$ cat src/rtl/hazard_tracker_pkg.sv
// Shared pipeline constants: stage codes, descriptor layout, MD latencies,
// forward codes and the per-stage hazard entry type.
package hazard_tracker_pkg;

    typedef enum logic [4:0] {
        StageD = 5'd0,
        StageE = 5'd1,
        StageM = 5'd2,
        StageR = 5'd3,
        StageW = 5'd4
    } stage_e;

    // A tuse at or beyond W means the operand is not read at all
    localparam logic [4:0] TuseNone = StageW;

    // Descriptor layout {rs, rt, tuse1, tuse2, grf1, grf2, grfchange, tnew, wd3}
    localparam int unsigned HazardW      = 45;
    localparam int unsigned FieldW       = 5;
    localparam int unsigned RsOff        = 40;
    localparam int unsigned RtOff        = 35;
    localparam int unsigned Tuse1Off     = 30;
    localparam int unsigned Tuse2Off     = 25;
    localparam int unsigned Grf1Off      = 20;
    localparam int unsigned Grf2Off      = 15;
    localparam int unsigned GrfChangeOff = 10;
    localparam int unsigned TnewOff      = 5;
    localparam int unsigned Wd3Off       = 0;

    localparam logic [3:0] MdLatMult = 4'd5;
    localparam logic [3:0] MdLatDiv  = 4'd10;

    localparam logic [1:0] FwdGrf = 2'b00;
    localparam logic [1:0] FwdE   = 2'b01;
    localparam logic [1:0] FwdM   = 2'b10;
    localparam logic [1:0] FwdW   = 2'b11;

    typedef struct packed {
        logic [4:0] grf1;
        logic [4:0] grf2;
        logic [4:0] dest;
        logic [1:0] avail;
        logic       start;
        logic       div;
    } stage_t;

    function automatic logic [4:0] get_field(input logic [HazardW-1:0] desc,
                                             input int unsigned off);
        return desc[off +: FieldW];
    endfunction

endpackage

$ cat src/rtl/hazard_tracker_if.sv
// Decoder <-> hazard tracker signal bundle.
interface hazard_tracker_if;

    logic [hazard_tracker_pkg::HazardW-1:0] d_hazard;
    logic       d_md;
    logic       d_start;
    logic       d_div;
    logic       flush;
    logic       stall;
    logic [1:0] fwd_d1;
    logic [1:0] fwd_d2;
    logic [1:0] fwd_e1;
    logic [1:0] fwd_e2;
    logic       fwd_m2;
    logic       md_busy;

    modport master (
        output d_hazard, d_md, d_start, d_div, flush,
        input  stall, fwd_d1, fwd_d2, fwd_e1, fwd_e2, fwd_m2, md_busy
    );

    modport slave (
        input  d_hazard, d_md, d_start, d_div, flush,
        output stall, fwd_d1, fwd_d2, fwd_e1, fwd_e2, fwd_m2, md_busy
    );

endinterface

$ cat src/rtl/hz_stage_reg.sv
// One pipeline hazard entry (E, M or W); loads a bubble when told to.
module hz_stage_reg
    import hazard_tracker_pkg::*;
(
    input  logic   clk,
    input  logic   rst_n,
    input  logic   bubble,
    input  stage_t d,
    output stage_t q
);

    // Entry register, cleared asynchronously by reset
    always_ff @(posedge clk or negedge rst_n) begin
        if (!rst_n) begin
            q <= '0;
        end else if (bubble) begin
            q <= '0;
        end else begin
            q <= d;
        end
    end

endmodule

$ cat src/rtl/hazard_tracker.sv
// Stall / forward decision logic over the E, M, W producer entries plus the
// multiply/divide busy counter.
module hazard_tracker
    import hazard_tracker_pkg::*;
(
    input  logic           clk,
    input  logic           rst_n,
    hazard_tracker_if.slave hz
);

    localparam logic [1:0] LagE = 2'(StageE);
    localparam logic [1:0] LagM = 2'(StageM);

    stage_t     d_entry;
    stage_t     e_q;
    stage_t     m_q;
    stage_t     w_q;
    logic [4:0] tuse1;
    logic [4:0] tuse2;
    logic [4:0] tnew;
    logic [1:0] rem_e;
    logic [1:0] rem_m;
    logic       stall_dat;
    logic       stall_md;
    logic [3:0] md_cnt_q;
    logic [3:0] md_cnt_d;
    logic       unused_fields;

    // Operand k stalls if a producer still needs more cycles than the reader can wait
    function automatic logic op_stall(input logic [4:0] r, input logic [4:0] tuse,
                                      input stage_t e, input stage_t m,
                                      input logic [1:0] re, input logic [1:0] rm);
        if (tuse >= TuseNone || r == 5'd0) return 1'b0;
        return (e.dest == r && {3'b000, re} > tuse) || (m.dest == r && {3'b000, rm} > tuse);
    endfunction

    // Youngest eligible producer wins; E is only a candidate for D-stage readers
    function automatic logic [1:0] fwd_pick(input logic [4:0] r, input logic e_ok,
                                            input stage_t e, input stage_t m, input stage_t w);
        if (r == 5'd0) return FwdGrf;
        if (e_ok && e.dest == r && e.avail <= LagE) return FwdE;
        if (m.dest == r && m.avail <= LagM) return FwdM;
        if (w.dest == r) return FwdW;
        return FwdGrf;
    endfunction

    // Unpack the D descriptor into entry format; avail saturates at 3
    always_comb begin
        tuse1         = get_field(hz.d_hazard, Tuse1Off);
        tuse2         = get_field(hz.d_hazard, Tuse2Off);
        tnew          = get_field(hz.d_hazard, TnewOff);
        d_entry       = '0;
        d_entry.grf1  = get_field(hz.d_hazard, Grf1Off);
        d_entry.grf2  = get_field(hz.d_hazard, Grf2Off);
        d_entry.dest  = get_field(hz.d_hazard, GrfChangeOff);
        d_entry.avail = (tnew > 5'd3) ? 2'd3 : tnew[1:0];
        d_entry.start = hz.d_start;
        d_entry.div   = hz.d_div;
    end

    assign unused_fields = ^{get_field(hz.d_hazard, RsOff), get_field(hz.d_hazard, RtOff),
                             get_field(hz.d_hazard, Wd3Off)};

    hz_stage_reg u_e_reg (
        .clk    (clk),
        .rst_n  (rst_n),
        .bubble (hz.flush | hz.stall),
        .d      (d_entry),
        .q      (e_q)
    );

    hz_stage_reg u_m_reg (
        .clk    (clk),
        .rst_n  (rst_n),
        .bubble (hz.flush),
        .d      (e_q),
        .q      (m_q)
    );

    hz_stage_reg u_w_reg (
        .clk    (clk),
        .rst_n  (rst_n),
        .bubble (hz.flush),
        .d      (m_q),
        .q      (w_q)
    );

    // Stall and forward-select decisions from current entries and D inputs
    always_comb begin
        rem_e     = (e_q.avail > LagE) ? e_q.avail - LagE : 2'd0;
        rem_m     = (m_q.avail > LagM) ? m_q.avail - LagM : 2'd0;
        stall_dat = op_stall(d_entry.grf1, tuse1, e_q, m_q, rem_e, rem_m) |
                    op_stall(d_entry.grf2, tuse2, e_q, m_q, rem_e, rem_m);
        stall_md  = hz.d_md & (e_q.start | (md_cnt_q != 4'd0));
        hz.stall  = stall_dat | stall_md;
        hz.fwd_d1 = fwd_pick(d_entry.grf1, 1'b1, e_q, m_q, w_q);
        hz.fwd_d2 = fwd_pick(d_entry.grf2, 1'b1, e_q, m_q, w_q);
        hz.fwd_e1 = fwd_pick(e_q.grf1, 1'b0, e_q, m_q, w_q);
        hz.fwd_e2 = fwd_pick(e_q.grf2, 1'b0, e_q, m_q, w_q);
        hz.fwd_m2 = (m_q.grf2 != 5'd0) && (w_q.dest == m_q.grf2);
        hz.md_busy = (md_cnt_q != 4'd0);
    end

    // MD counter: load latency when an op leaves E, else count down to zero.
    // Flush does not cancel an op that already launched.
    always_comb begin
        md_cnt_d = md_cnt_q;
        if (e_q.start && !hz.flush) begin
            md_cnt_d = e_q.div ? MdLatDiv : MdLatMult;
        end else if (md_cnt_q != 4'd0) begin
            md_cnt_d = md_cnt_q - 4'd1;
        end
    end

    // MD counter register
    always_ff @(posedge clk or negedge rst_n) begin
        if (!rst_n) begin
            md_cnt_q <= 4'd0;
        end else begin
            md_cnt_q <= md_cnt_d;
        end
    end

endmodule
$ cat src/flat_wrapper.sv
// flat-port wrapper written by rule: the top's interface ports become plain ports
module hazard_tracker_flat import hazard_tracker_pkg::*;
  (clk, rst_n, hz_d_hazard, hz_d_md, hz_d_start, hz_d_div, hz_flush, hz_stall, hz_fwd_d1, hz_fwd_d2, hz_fwd_e1, hz_fwd_e2, hz_fwd_m2, hz_md_busy);
  hazard_tracker_if hz_i ();
  input  logic clk;
  input  logic rst_n;
  input wire logic [$bits(hz_i.d_hazard)-1:0] hz_d_hazard;
  input wire logic [$bits(hz_i.d_md)-1:0] hz_d_md;
  input wire logic [$bits(hz_i.d_start)-1:0] hz_d_start;
  input wire logic [$bits(hz_i.d_div)-1:0] hz_d_div;
  input wire logic [$bits(hz_i.flush)-1:0] hz_flush;
  output wire logic [$bits(hz_i.stall)-1:0] hz_stall;
  output wire logic [$bits(hz_i.fwd_d1)-1:0] hz_fwd_d1;
  output wire logic [$bits(hz_i.fwd_d2)-1:0] hz_fwd_d2;
  output wire logic [$bits(hz_i.fwd_e1)-1:0] hz_fwd_e1;
  output wire logic [$bits(hz_i.fwd_e2)-1:0] hz_fwd_e2;
  output wire logic [$bits(hz_i.fwd_m2)-1:0] hz_fwd_m2;
  output wire logic [$bits(hz_i.md_busy)-1:0] hz_md_busy;
  assign hz_i.d_hazard = hz_d_hazard;
  assign hz_i.d_md = hz_d_md;
  assign hz_i.d_start = hz_d_start;
  assign hz_i.d_div = hz_d_div;
  assign hz_i.flush = hz_flush;
  assign hz_stall = hz_i.stall;
  assign hz_fwd_d1 = hz_i.fwd_d1;
  assign hz_fwd_d2 = hz_i.fwd_d2;
  assign hz_fwd_e1 = hz_i.fwd_e1;
  assign hz_fwd_e2 = hz_i.fwd_e2;
  assign hz_fwd_m2 = hz_i.fwd_m2;
  assign hz_md_busy = hz_i.md_busy;
  hazard_tracker u_core (.clk(clk), .rst_n(rst_n), .hz(hz_i));
endmodule
$ cat config.mk
export PLATFORM = sky130hd
export DESIGN_NAME = hazard_tracker_flat
export DESIGN_NICKNAME = d
export VERILOG_FILES = /design/src/rtl/hazard_tracker_pkg.sv /design/src/rtl/hazard_tracker_if.sv /design/src/rtl/hz_stage_reg.sv /design/src/rtl/hazard_tracker.sv /design/src/flat_wrapper.sv
export SDC_FILE = /design/constraint.sdc
export NUM_CORES = 1
export LEC_CHECK = 0
export ABC_CLOCK_PERIOD_IN_PS = 3100
export CORE_MARGIN = 10
export CORE_UTILIZATION = 44
export CTS_BUF_LIST = sky130_fd_sc_hd__clkbuf_8
export DETAILED_ROUTE_END_ITERATION = 8
export GPL_TIMING_DRIVEN = 0
export PLACE_DENSITY = 0.81
export SLEW_MARGIN = 20
export SYNTH_ARGS = -nofsm -noshare
export SYNTH_HDL_FRONTEND = slang
export SYNTH_SLANG_ARGS = --single-unit
$ cat constraint.sdc
create_clock -name clk -period 3.1 [get_ports clk]
set_clock_uncertainty 0.05 [all_clocks]
set_input_delay 0.31 -clock clk [delete_from_list [all_inputs] [get_ports clk]]
set_output_delay 0.31 -clock clk [all_outputs]
set_load 0.01 [all_outputs]
==> results of run 1 <==
## worst register-to-register path, cell delays in order, from the launching register on
cell      delay, ns
dfrtp_1        0.36
and2_2         0.24
inv_2          0.10
ha_1           0.24
or4_1          0.50
o211ai_2       0.26
buf_6          0.13
buf_4          0.19
nor4b_2        0.08
## sequential cells by signal, indices dropped and copies added, names as in the netlist
signal,cells
u_core.u_e_reg.q,19
u_core.md_cnt_q,4
u_core.u_w_reg.q,5
u_core.u_m_reg.q,12
## stage by stage
step	total power, W	setup TNS [ns]	util (%)	setup slack (ns)	area (um2)
after floorplan	0.000950	0	-	0.832	2640
after global placement	0.00111	-0.0823	53.9	-0.0823	3170
after CTS	0.00156	0	56.8	0.161	3340
after global routing	0.00165	0	56.8	0.0506	3340
final	0.00155	0	56.8	0.209	3340
after detailed placement	0.00113	-0.152	54.3	-0.152	3190
## kinds of logic (layout without fill, tap and decap cells)
kind of cell,count (synthesis),in the layout,synth area share (%)
AO/OA/AOI/OAI,20,20,5.65
adder cells (fa/ha/maj),8,8,3.80
buffers and inverters,33,91,6.45
AND/OR/NAND/NOR,101,101,27.6
flip-flops,40,40,38.0
XOR/XNOR,56,56,18.6
## power groups by stage
stage | sequential [W] | combinational [W] | clock (W)
final | 0.000625 | 0.000503 | 0.000425
after global routing | 0.000633 | 0.000559 | 0.000456
after CTS | 0.000625 | 0.000506 | 0.000428
after detailed placement | 0.000636 | 0.000494 | 0
after global placement | 0.000633 | 0.000473 | 0
after floorplan | 0.000623 | 0.000327 | 0
## final cells by class
type | count | area (um2)
Clock inverter | 3 | 38.8
Sequential cell | 40 | 1000
Clock buffer | 5 | 68.8
Fill cell | 514 | 2540
Multi-Input combinational cell | 185 | 1470
Timing Repair Buffer | 50 | 502
Buffer | 19 | 118
Inverter | 14 | 52.6
Tap cell | 75 | 93.8
## routing by layer
layer	global-route usage (%)	up-vias	share of wire, %
li1	-	986	-
met1	15.9	969	42
met2	25.1	49	52
met3	2.99	6	4.6
met4	4.36	0	1.3
met5	0	-	0
## cells in the final DEF (no fill, tap or decap), types with 5 or more instances in the layout
cell type	count
a21oi_1	7
buf_6	5
clkbuf_1	12
clkbuf_8	5
clkdlybuf4s50_1	42
dfrtp_1	40
ha_1	8
inv_1	14
nand2_1	6
nand3_1	7
nand4_1	5
nor2_1	9
nor2b_1	20
nor3_1	13
nor4_2	10
nor4b_2	9
xnor2_1	32
xor2_1	24
## what timing repair did
item | CTS | global route
hold buffers | 1 | 0
endpoints found under the hold margin | 19 | 0
endpoints found under the setup margin | 1 | 0
setup buffers | 4 | 0
gates resized for setup | 3 | 0
## worst max-delay path by stage
stage / startpoint / end / cells past startpoint
final: hz_d_hazard[21] / hz_stall / 8
after global routing: u_core.u_m_reg.q[8] / hz_fwd_d2[1] / 7
after CTS: u_core.u_w_reg.q[6] / hz_fwd_d2[1] / 7
after detailed placement: hz_d_hazard[26] / hz_stall / 10
after global placement: hz_d_hazard[26] / hz_stall / 10
after floorplan: u_core.u_e_reg.q[3] / hz_stall / 8
==> out/results.ini, run 1 <==
[min_path]
hp-class=in -> reg
holdPathStages=2
hold_path_end=u_core.u_w_reg.q[4]
min_from=hz_flush

[worst_setup_path]
cp_data_required_time_ns=2.74
critical_path.top_delay_family=simple AND/OR/NAND/NOR gates
worst_ep_arrival_time_ns=2.53
cp-end-kind=output port
crit_type=in -> out
critical_path.cell_chain=clkdlybuf4s50_1, or4_4, o21ai_2, or4_1, o211ai_2, buf_6, or2_1, dlygate4sd2_1
slowest_stage=or4_4
ff2ff_setup_slack_ns=0.84
start_kind=input port
cp_max_fo=5
rr_worst_depth=8
critPathMaxStageDelay_ns=0.61
critical_path_buf_inv_count=3
regToRegStartpoint=u_core.u_m_reg.q[2]
r2r_end=u_core.u_e_reg.q[15]

[sta]
whs_ns=0.172
tightest_slew_ns=0.624
finalHoldViolations=0
slew_headroom_pct=58.4
fin_crit_sh_pct=93.2
drv_slew=0
finalCriticalPeriod_ns=2.89
max_freq_mhz=346
rsz0062_at_grt=no
setup_viol=0

[clocking]
clock-sinks=40
clock_latency_ns=0.30
cts-buffers-inserted=5
clk_path_buf_depth=2
cts_tree=built
root_buffer=clkbuf_8
clk_pin_slew_ns=0.08
htreeDepth=2

[drt]
vias_per_cell=5.14
dr.pass1.iters=4
routedWlPerCell_um=16.3
drc=0
wl_um=6390
drt_iter0_drc=100
vias=2010
drtAntennaViolNets=0

[power_and_ir_drop]
leakage_nw=1.44
pwr-share-seq_pct=40.3
p_int_w=0.00108
p_clk_share_pct=27.3
p_comb_share_pct=32.4
power.switching_w=0.000469
ir_drop_mv=0.245
swShare_pct=30.2
powerDensity_nw_per_um2=465

[synthesis]
synth_common_cells=dfrtp_1, xnor2_1, xor2_1, nor2b_1, inv_1
synth_flop_cell=dfrtp_1
synth_cell_types=37
yosys_warnings=0
syn_area_um2=2640
ys_seq_area_share_pct=38.0
synth-edff-count=0
synth_top_cell_area_share_pct=38.0
syn_inst=258
synth_area_leaders=dfrtp_1, xnor2_1, xor2_1, nor4b_2, nor2b_1
syn_area_per_cell_um2=10.2
yosysTopAreaCell=dfrtp_1
synth_async_sr_flop_share_pct=100
yosysMostFrequentCell=dfrtp_1
ys_ff_latch=40
syn_nets=317

[final_layout]
nets=374
fin_cells=391
diodes=0
drive_above_1_share_pct=14.6
area_growth_pct=26.7

[grt]
antenna_found_initial=0
grt_max_degree=22
grtUsageTotal_pct=13.9
grt_pass1_vias=2179
gr-total-overflow=0
grt_pass1_wl_um=11000

[floorplan]
die_height_um=97.4
io_pins=62
die_w_um=97.4
rows=28
core_area_um2=5890
start_util_pct=44.8
die_area_um2=9490

[place]
dp_hpwl_um=4940
gp_congestion=0.827
placed_cells=378
io_buffers=44

[run_status]
outcome=completed

[flow_run]
maxCapViolCount=0

No activity file was read; power rests on OpenSTA's default activity.
==> inputs of run 2 (changes only) <==
Settings changed: ABC_AREA from default to 1, CTS_CLUSTER_SIZE from default to 16.
==> run 2 against run 1 <==
Compared with the run above: clock-buffer cell count increased by 1; total power shrank 8.0%; routed wire length rose by 1.9%; utilization up 0.58 points; clock power fell by 19%; sequential power is essentially flat; first-iteration DRC count down 2.0%; highest routed layer unchanged.
==> out/results.ini, run 2 <==
[clocking]
cts-buffers-inserted=5  ; unchanged
root_buffer=clkbuf_8  ; unchanged
htreeDepth=2  ; unchanged
clock_latency_ns=0.29  ; was 0.30 ns
clk_path_buf_depth=2  ; unchanged
cts_tree=built  ; unchanged
clk_pin_slew_ns=0.07  ; was 0.08 ns
clock-sinks=40  ; unchanged
cts_resized=0  ; was 3

[synthesis]
synth_area_leaders=dfrtp_1, inv_1, nand2_1, nor2_1, xnor2_1  ; was dfrtp_1, xnor2_1, xor2_1, nor4b_2, nor2b_1
syn_inst=342  ; was 258
synth_cell_types=29  ; was 37
syn_nets=401  ; was 317
yosys_warnings=0  ; unchanged
synth_async_sr_flop_share_pct=100  ; unchanged
synth_top_cell_area_share_pct=39.5  ; was 38.0%
syn_area_per_cell_um2=7.42  ; was 10.2 um2
ys_ff_latch=40  ; unchanged
synth_flop_cell=dfrtp_1  ; unchanged
synth_common_cells=inv_1, nand2_1, nor2_1, dfrtp_1, xnor2_1  ; was dfrtp_1, xnor2_1, xor2_1, nor2b_1, inv_1
synth-edff-count=0  ; unchanged
syn_area_um2=2540  ; was 2640 um2
ys_seq_area_share_pct=39.5  ; was 38.0%
yosysTopAreaCell=dfrtp_1  ; unchanged

[grt]
grtUsageTotal_pct=15.0  ; was 13.9%
gr-total-overflow=0  ; unchanged
grt_pass1_vias=2521  ; was 2,179
grt_pass1_wl_um=11100  ; was 11,000 um
grt_max_degree=29  ; was 22
antenna_found_initial=0  ; unchanged

[floorplan]
rows=27  ; was 28
die_w_um=95.9  ; was 97.4 um
io_pins=62  ; unchanged
core_area_um2=5540  ; was 5890 um2
die_height_um=95.9  ; was 97.4 um
die_area_um2=9200  ; was 9490 um2
start_util_pct=45.8  ; was 44.8%

[final_layout]
largest-register=u_core.u_e_reg.q  ; unchanged
largestRegisters=u_core.u_e_reg.q: 19 flops, u_core.u_m_reg.q: 12 flops, u_core.u_w_reg.q: 5 flops  ; unchanged
final_area_um2=3180  ; was 3340 um2
area_growth_pct=25.3  ; was 26.7%
final_cell_mix=inv_1, nand2_1, nor2_1  ; was clkdlybuf4s50_1, dfrtp_1, xnor2_1
final_common_cell=inv_1  ; was clkdlybuf4s50_1
drive_above_1_share_pct=6.84  ; was 14.6%
largest_reg_flops=19  ; unchanged
diodes=0  ; unchanged
fin_cells=467  ; was 391
nets=453  ; was 374

[sta]
tightest_slew_ns=0.497  ; was 0.624 ns
fin_crit_sh_pct=89.7  ; was 93.2%
drv_slew=0  ; unchanged
setup_viol=0  ; unchanged
finalCriticalPeriod_ns=2.78  ; was 2.89 ns
rsz0062_at_grt=no  ; unchanged
fin_setup_tns_ns=0  ; unchanged
max_freq_mhz=360  ; was 346 MHz
slew_headroom_pct=66.9  ; was 58.4%
finalHoldViolations=0  ; unchanged

[drt]
drc=0  ; unchanged
drt_iter0_drc=98  ; was 100
vias_per_cell=5.12  ; was 5.14
drtAntennaViolNets=0  ; unchanged
dr.pass1.iters=4  ; unchanged
routedWlPerCell_um=13.9  ; was 16.3 um
vias=2389  ; was 2,010
wl_um=6510  ; was 6390 um

[power_and_ir_drop]
ir_drop_mv=0.312  ; was 0.245 mV
p_clk_share_pct=24.0  ; was 27.3%
swShare_pct=32.2  ; was 30.2%
powerDensity_nw_per_um2=450  ; was 465 nW/um2
p_comb_share_pct=32.2  ; was 32.4%
leakage_nw=1.60  ; was 1.44 nW
pwr-share-seq_pct=43.7  ; was 40.3%
power.switching_w=0.000461  ; was 0.000469 W
p_int_w=0.000968  ; was 0.00108 W

[place]
gp_congestion=0.935  ; was 0.827
dp_hpwl_um=5200  ; was 4940 um
io_buffers=44  ; unchanged
place_area_um2=3080  ; was 3190 um2
placed_cells=459  ; was 378

[worst_setup_path]
ff2ff_setup_slack_ns=1.13  ; was 0.84 ns
cp_max_fo=7  ; was 5
cp_data_required_time_ns=2.74  ; about the same
worst_ep_arrival_time_ns=2.42  ; was 2.53 ns
crit_type=reg -> out  ; was in -> out
start_kind=register  ; was input port
cp-end-kind=output port  ; unchanged

[flow_run]
maxCapViolCount=0  ; unchanged

[min_path]
hp-class=in -> reg  ; unchanged

[run_status]
outcome=completed  ; unchanged

-- run 2: cell families (layout without fill, tap and decap cells) --
family | Yosys count | after routing | synth area share, %
and+or+nand+nor | 157 | 157 | 27.5
buffers and inverters | 76 | 129 | 11.7
DFF | 40 | 40 | 39.5
AOI/OAI and AO/OA | 35 | 35 | 8.39
xor gates and xnor gates | 26 | 26 | 8.98
adders and majority gates | 8 | 8 | 3.95
-- run 2: layout make-up --
cell class / instances / area (um2)
Clock inverter: 2 / 7.51
Inverter: 67 / 251
Timing Repair Buffer: 46 / 465
Tap cell: 72 / 90.1
Buffer: 8 / 41.3
Fill cell: 492 / 2360
Clock buffer: 6 / 82.6
Multi-Input combinational cell: 226 / 1240
Sequential cell: 40 / 1000
-- run 2: repair_timing --
item | 4_1_cts | 5_1_grt
endpoints found under the hold margin | 12 | 0
hold buffers | 1 | 0
buffers inserted | 0 | 0
setup endpoints to repair | 0 | 2
-- run 2: metrics by stage --
stage | hold slack [ns] | setup slack, ns | power (W) | util [%]
final | 0.262 | 0.321 | 0.00143 | 57.4
after global routing | 0.257 | 0.0537 | 0.00153 | 57.4
after CTS | 0.259 | 0.263 | 0.00144 | 57.4
after detailed placement | 0.167 | 0.427 | 0.00109 | 55.6
after global placement | 0.431 | 0.421 | 0.00107 | 55.4
after floorplan | -0.0356 | 1.31 | 0.000910 | -
-- run 2: path summary, 6_finish.rpt --
path                                     startpoint                   end  depth (start not counted)
worst max-delay path            u_core.u_w_reg.q[4]          hz_fwd_d2[0]                          7
min in group asynchronous                     rst_n  u_core.u_m_reg.q[12]                          2
worst min-delay path                hz_d_hazard[15]   u_core.u_e_reg.q[9]                          3
worst min register to register  u_core.u_e_reg.q[2]   u_core.u_m_reg.q[2]                          2
max in group asynchronous                     rst_n   u_core.u_e_reg.q[8]                          3
worst max register to register  u_core.u_e_reg.q[3]  u_core.u_e_reg.q[16]                         12
-- run 2: power by group through the flow --
| stage | logic, W | registers, W | clock network (W) |
|---|---|---|---|
| after floorplan | 0.000289 | 0.000621 | 0 |
| after global placement | 0.000438 | 0.000630 | 0 |
| after detailed placement | 0.000460 | 0.000633 | 0 |
| after CTS | 0.000464 | 0.000624 | 0.000348 |
| after global routing | 0.000522 | 0.000631 | 0.000374 |
| final | 0.000460 | 0.000625 | 0.000344 |
-- run 2: worst max-delay path, stage by stage, from the launching register on --
cell	delay, ns
dfrtp_1	0.32
clkbuf_1	0.35
xnor2_1	0.18
nand3_1	0.09
nor4_1	0.25
o21ai_0	0.15
a21oi_1	0.21
clkdlybuf4s50_1	0.58
-- run 2: routing by layer --
metal | vias to the layer above | track usage (%) | wire, um | share of wire, %
li1 | 1172 | - | - | -
met1 | 1114 | 15.9 | 2590 | 40
met2 | 92 | 27.0 | 3260 | 50
met3 | 11 | 4.82 | 578 | 8.9
met4 | 0 | 5.65 | 86 | 1.3
met5 | - | 0 | 0 | 0
==> inputs of run 3 (changes only) <==
Settings changed: PLACE_DENSITY 0.81 to 0.74, SLEW_MARGIN 20 to 10.
==> run 3 against run 2 <==
Compared with the run above: total power up 0.32%; register-to-register slack worse by 0.02 ns; worst setup slack worse by 0.10 ns; clock-buffer cell count unchanged; critical path depth up 1; sequential power about the same; via count down 2.3%; non-clock buffer count up 1; clock power up 3%; sequential share of layout area down 0.11 points; flip-flop and latch count unchanged; routed wire length up 0.15%.
==> out/results.ini, run 3 (synthesis results as in run 2) <==
[flow_run]
maxCapViolCount=0  ; unchanged

[final_layout]
largest-register=u_core.u_e_reg.q  ; unchanged
final_common_cell=inv_1  ; unchanged
fin_cells=468  ; was 467
final_cell_mix=inv_1, nand2_1, nor2_1  ; unchanged
largest_reg_flops=19  ; unchanged
largestRegisters=u_core.u_e_reg.q: 19 flops, u_core.u_m_reg.q: 12 flops, u_core.u_w_reg.q: 5 flops  ; unchanged
diodes=0  ; unchanged
nets=454  ; was 453
area_growth_pct=25.8  ; was 25.3%
final_area_um2=3190  ; was 3180 um2
drive_above_1_share_pct=6.82  ; was 6.84%

[drt]
drc=0  ; unchanged
vias=2333  ; was 2,389
routedWlPerCell_um=13.9  ; about the same
drtAntennaViolNets=0  ; unchanged
vias_per_cell=4.99  ; was 5.12
drt_iter0_drc=171  ; was 98
dr.pass1.iters=4  ; unchanged
wl_um=6520  ; was 6510 um

[floorplan]
die_area_um2=9200  ; unchanged
start_util_pct=45.8  ; unchanged
core_area_um2=5540  ; unchanged
die_height_um=95.9  ; unchanged
die_w_um=95.9  ; unchanged
rows=27  ; unchanged
io_pins=62  ; unchanged

[clocking]
clk_pin_slew_ns=0.08  ; was 0.07 ns
cts_tree=built  ; unchanged
htreeDepth=2  ; unchanged
clk_path_buf_depth=2  ; unchanged
clock_latency_ns=0.29  ; about the same
cts_setup_buffers=0  ; unchanged
clock-sinks=40  ; unchanged
holdBufCountCts=1  ; unchanged
cts-buffers-inserted=5  ; unchanged
cts_resized=0  ; unchanged
root_buffer=clkbuf_8  ; unchanged

[grt]
grt_pass1_wl_um=11000  ; was 11,100 um
grt_max_degree=22  ; was 29
grt_pass1_vias=2355  ; was 2,521
grtUsageTotal_pct=15.3  ; was 15.0%
antenna_found_initial=0  ; unchanged
gr-total-overflow=0  ; unchanged

[sta]
max_freq_mhz=347  ; was 360 MHz
fin_setup_tns_ns=0  ; unchanged
rsz0062_at_grt=no  ; unchanged
drv_slew=0  ; unchanged
finalCriticalPeriod_ns=2.88  ; was 2.78 ns
finalHoldViolations=0  ; unchanged
slew_headroom_pct=64.5  ; was 66.9%
fin_crit_sh_pct=93.0  ; was 89.7%
setup_viol=0  ; unchanged
whs_ns=0.264  ; was 0.262 ns
tightest_slew_ns=0.533  ; was 0.497 ns

[worst_setup_path]
crit_type=reg -> out  ; unchanged
critical_path.cell_chain=clkbuf_1, inv_1, nand2_1, nand3_1, nor4_1, o21ai_0, a21oi_1, clkdlybuf4s50_1  ; was clkbuf_1, xnor2_1, nand3_1, nor4_1, o21ai_0, a21oi_1, clkdlybuf4s50_1
slowest_stage=clkdlybuf4s50_1  ; unchanged
worst_ep_arrival_time_ns=2.52  ; was 2.42 ns
start_kind=register  ; unchanged
cp_max_fo=9  ; was 7
cp_data_required_time_ns=2.74  ; about the same
cp-end-kind=output port  ; unchanged
critPathMaxStageDelay_ns=0.58  ; about the same

[place]
placed_cells=459  ; unchanged
place_area_um2=3090  ; was 3080 um2
io_buffers=44  ; unchanged
dp_hpwl_um=5200  ; about the same
gp_congestion=0.955  ; was 0.935

[power_and_ir_drop]
p_int_w=0.000969  ; was 0.000968 W
ir_drop_mv=0.380  ; was 0.312 mV
leakage_nw=1.61  ; was 1.60 nW
p_clk_share_pct=24.6  ; was 24.0%
total_power_w=0.00143  ; about the same
swShare_pct=32.4  ; was 32.2%
pwr-share-seq_pct=43.5  ; was 43.7%
powerDensity_nw_per_um2=450  ; about the same
p_comb_share_pct=31.8  ; was 32.2%
power.switching_w=0.000465  ; was 0.000461 W

[min_path]
hp-class=in -> reg  ; unchanged

[run_status]
outcome=completed  ; unchanged

## run 3: changes by cell type in the layout (fill, tap and decap cells not counted), sizes merged
cell,delta
clkbuf,+1
## run 3: final cells by class
class	instances	area, um2
repair buffers	46	473
well taps	72	90.1
clock inverters	2	7.51
flip-flops and latches	40	1000
fillers	529	2350
plain buffers	9	45.0
clock buffers	6	82.6
inverters	67	251
multi-input cells	226	1240
## run 3: worst paths after layout
kind,start,endpoint,slack [ns],cells after the start
max in group asynchronous,rst_n,u_core.u_w_reg.q[6],2.05,3
min,hz_d_hazard[15],u_core.u_e_reg.q[9],0.26,3
max,u_core.u_w_reg.q[5],hz_fwd_d2[0],0.22,8
max reg2reg,u_core.u_e_reg.q[3],u_core.u_e_reg.q[14],1.11,12
min reg2reg,u_core.u_e_reg.q[2],u_core.u_m_reg.q[2],0.46,2
min in group asynchronous,rst_n,u_core.u_w_reg.q[5],0.47,2
## run 3: through the flow
step	setup WS, ns	util, %
floorplan	1.31	-
global placement	0.383	55.4
detailed placement	0.362	55.8
CTS	0.209	57.6
global route	0.0586	57.6
finish	0.216	57.6
## run 3: per-layer routing
metal	part of all wire (%)	vias up	global-route usage (%)
met4	1.7	0	5.04
met2	49	68	26.1
met3	6.6	10	4.36
li1	-	1175	-
met5	0	-	0
met1	43	1080	18.0
## run 3: power groups by stage
stage | sequential [W] | clock [W] | combinational, W
after floorplan | 0.000621 | 0 | 0.000289
after global placement | 0.000632 | 0 | 0.000439
after detailed placement | 0.000633 | 0 | 0.000457
after CTS | 0.000623 | 0.000363 | 0.000460
after global routing | 0.000631 | 0.000386 | 0.000527
final | 0.000624 | 0.000353 | 0.000457
## run 3: critical path, delay by kind of cell, from the launching register on
| family | cells | cell delay, ns |
|---|---|---|
| compound gates | 2 | 0.34 |
| buf+inv | 3 | 1.10 |
| flops | 1 | 0.32 |
| simple gates | 3 | 0.46 |
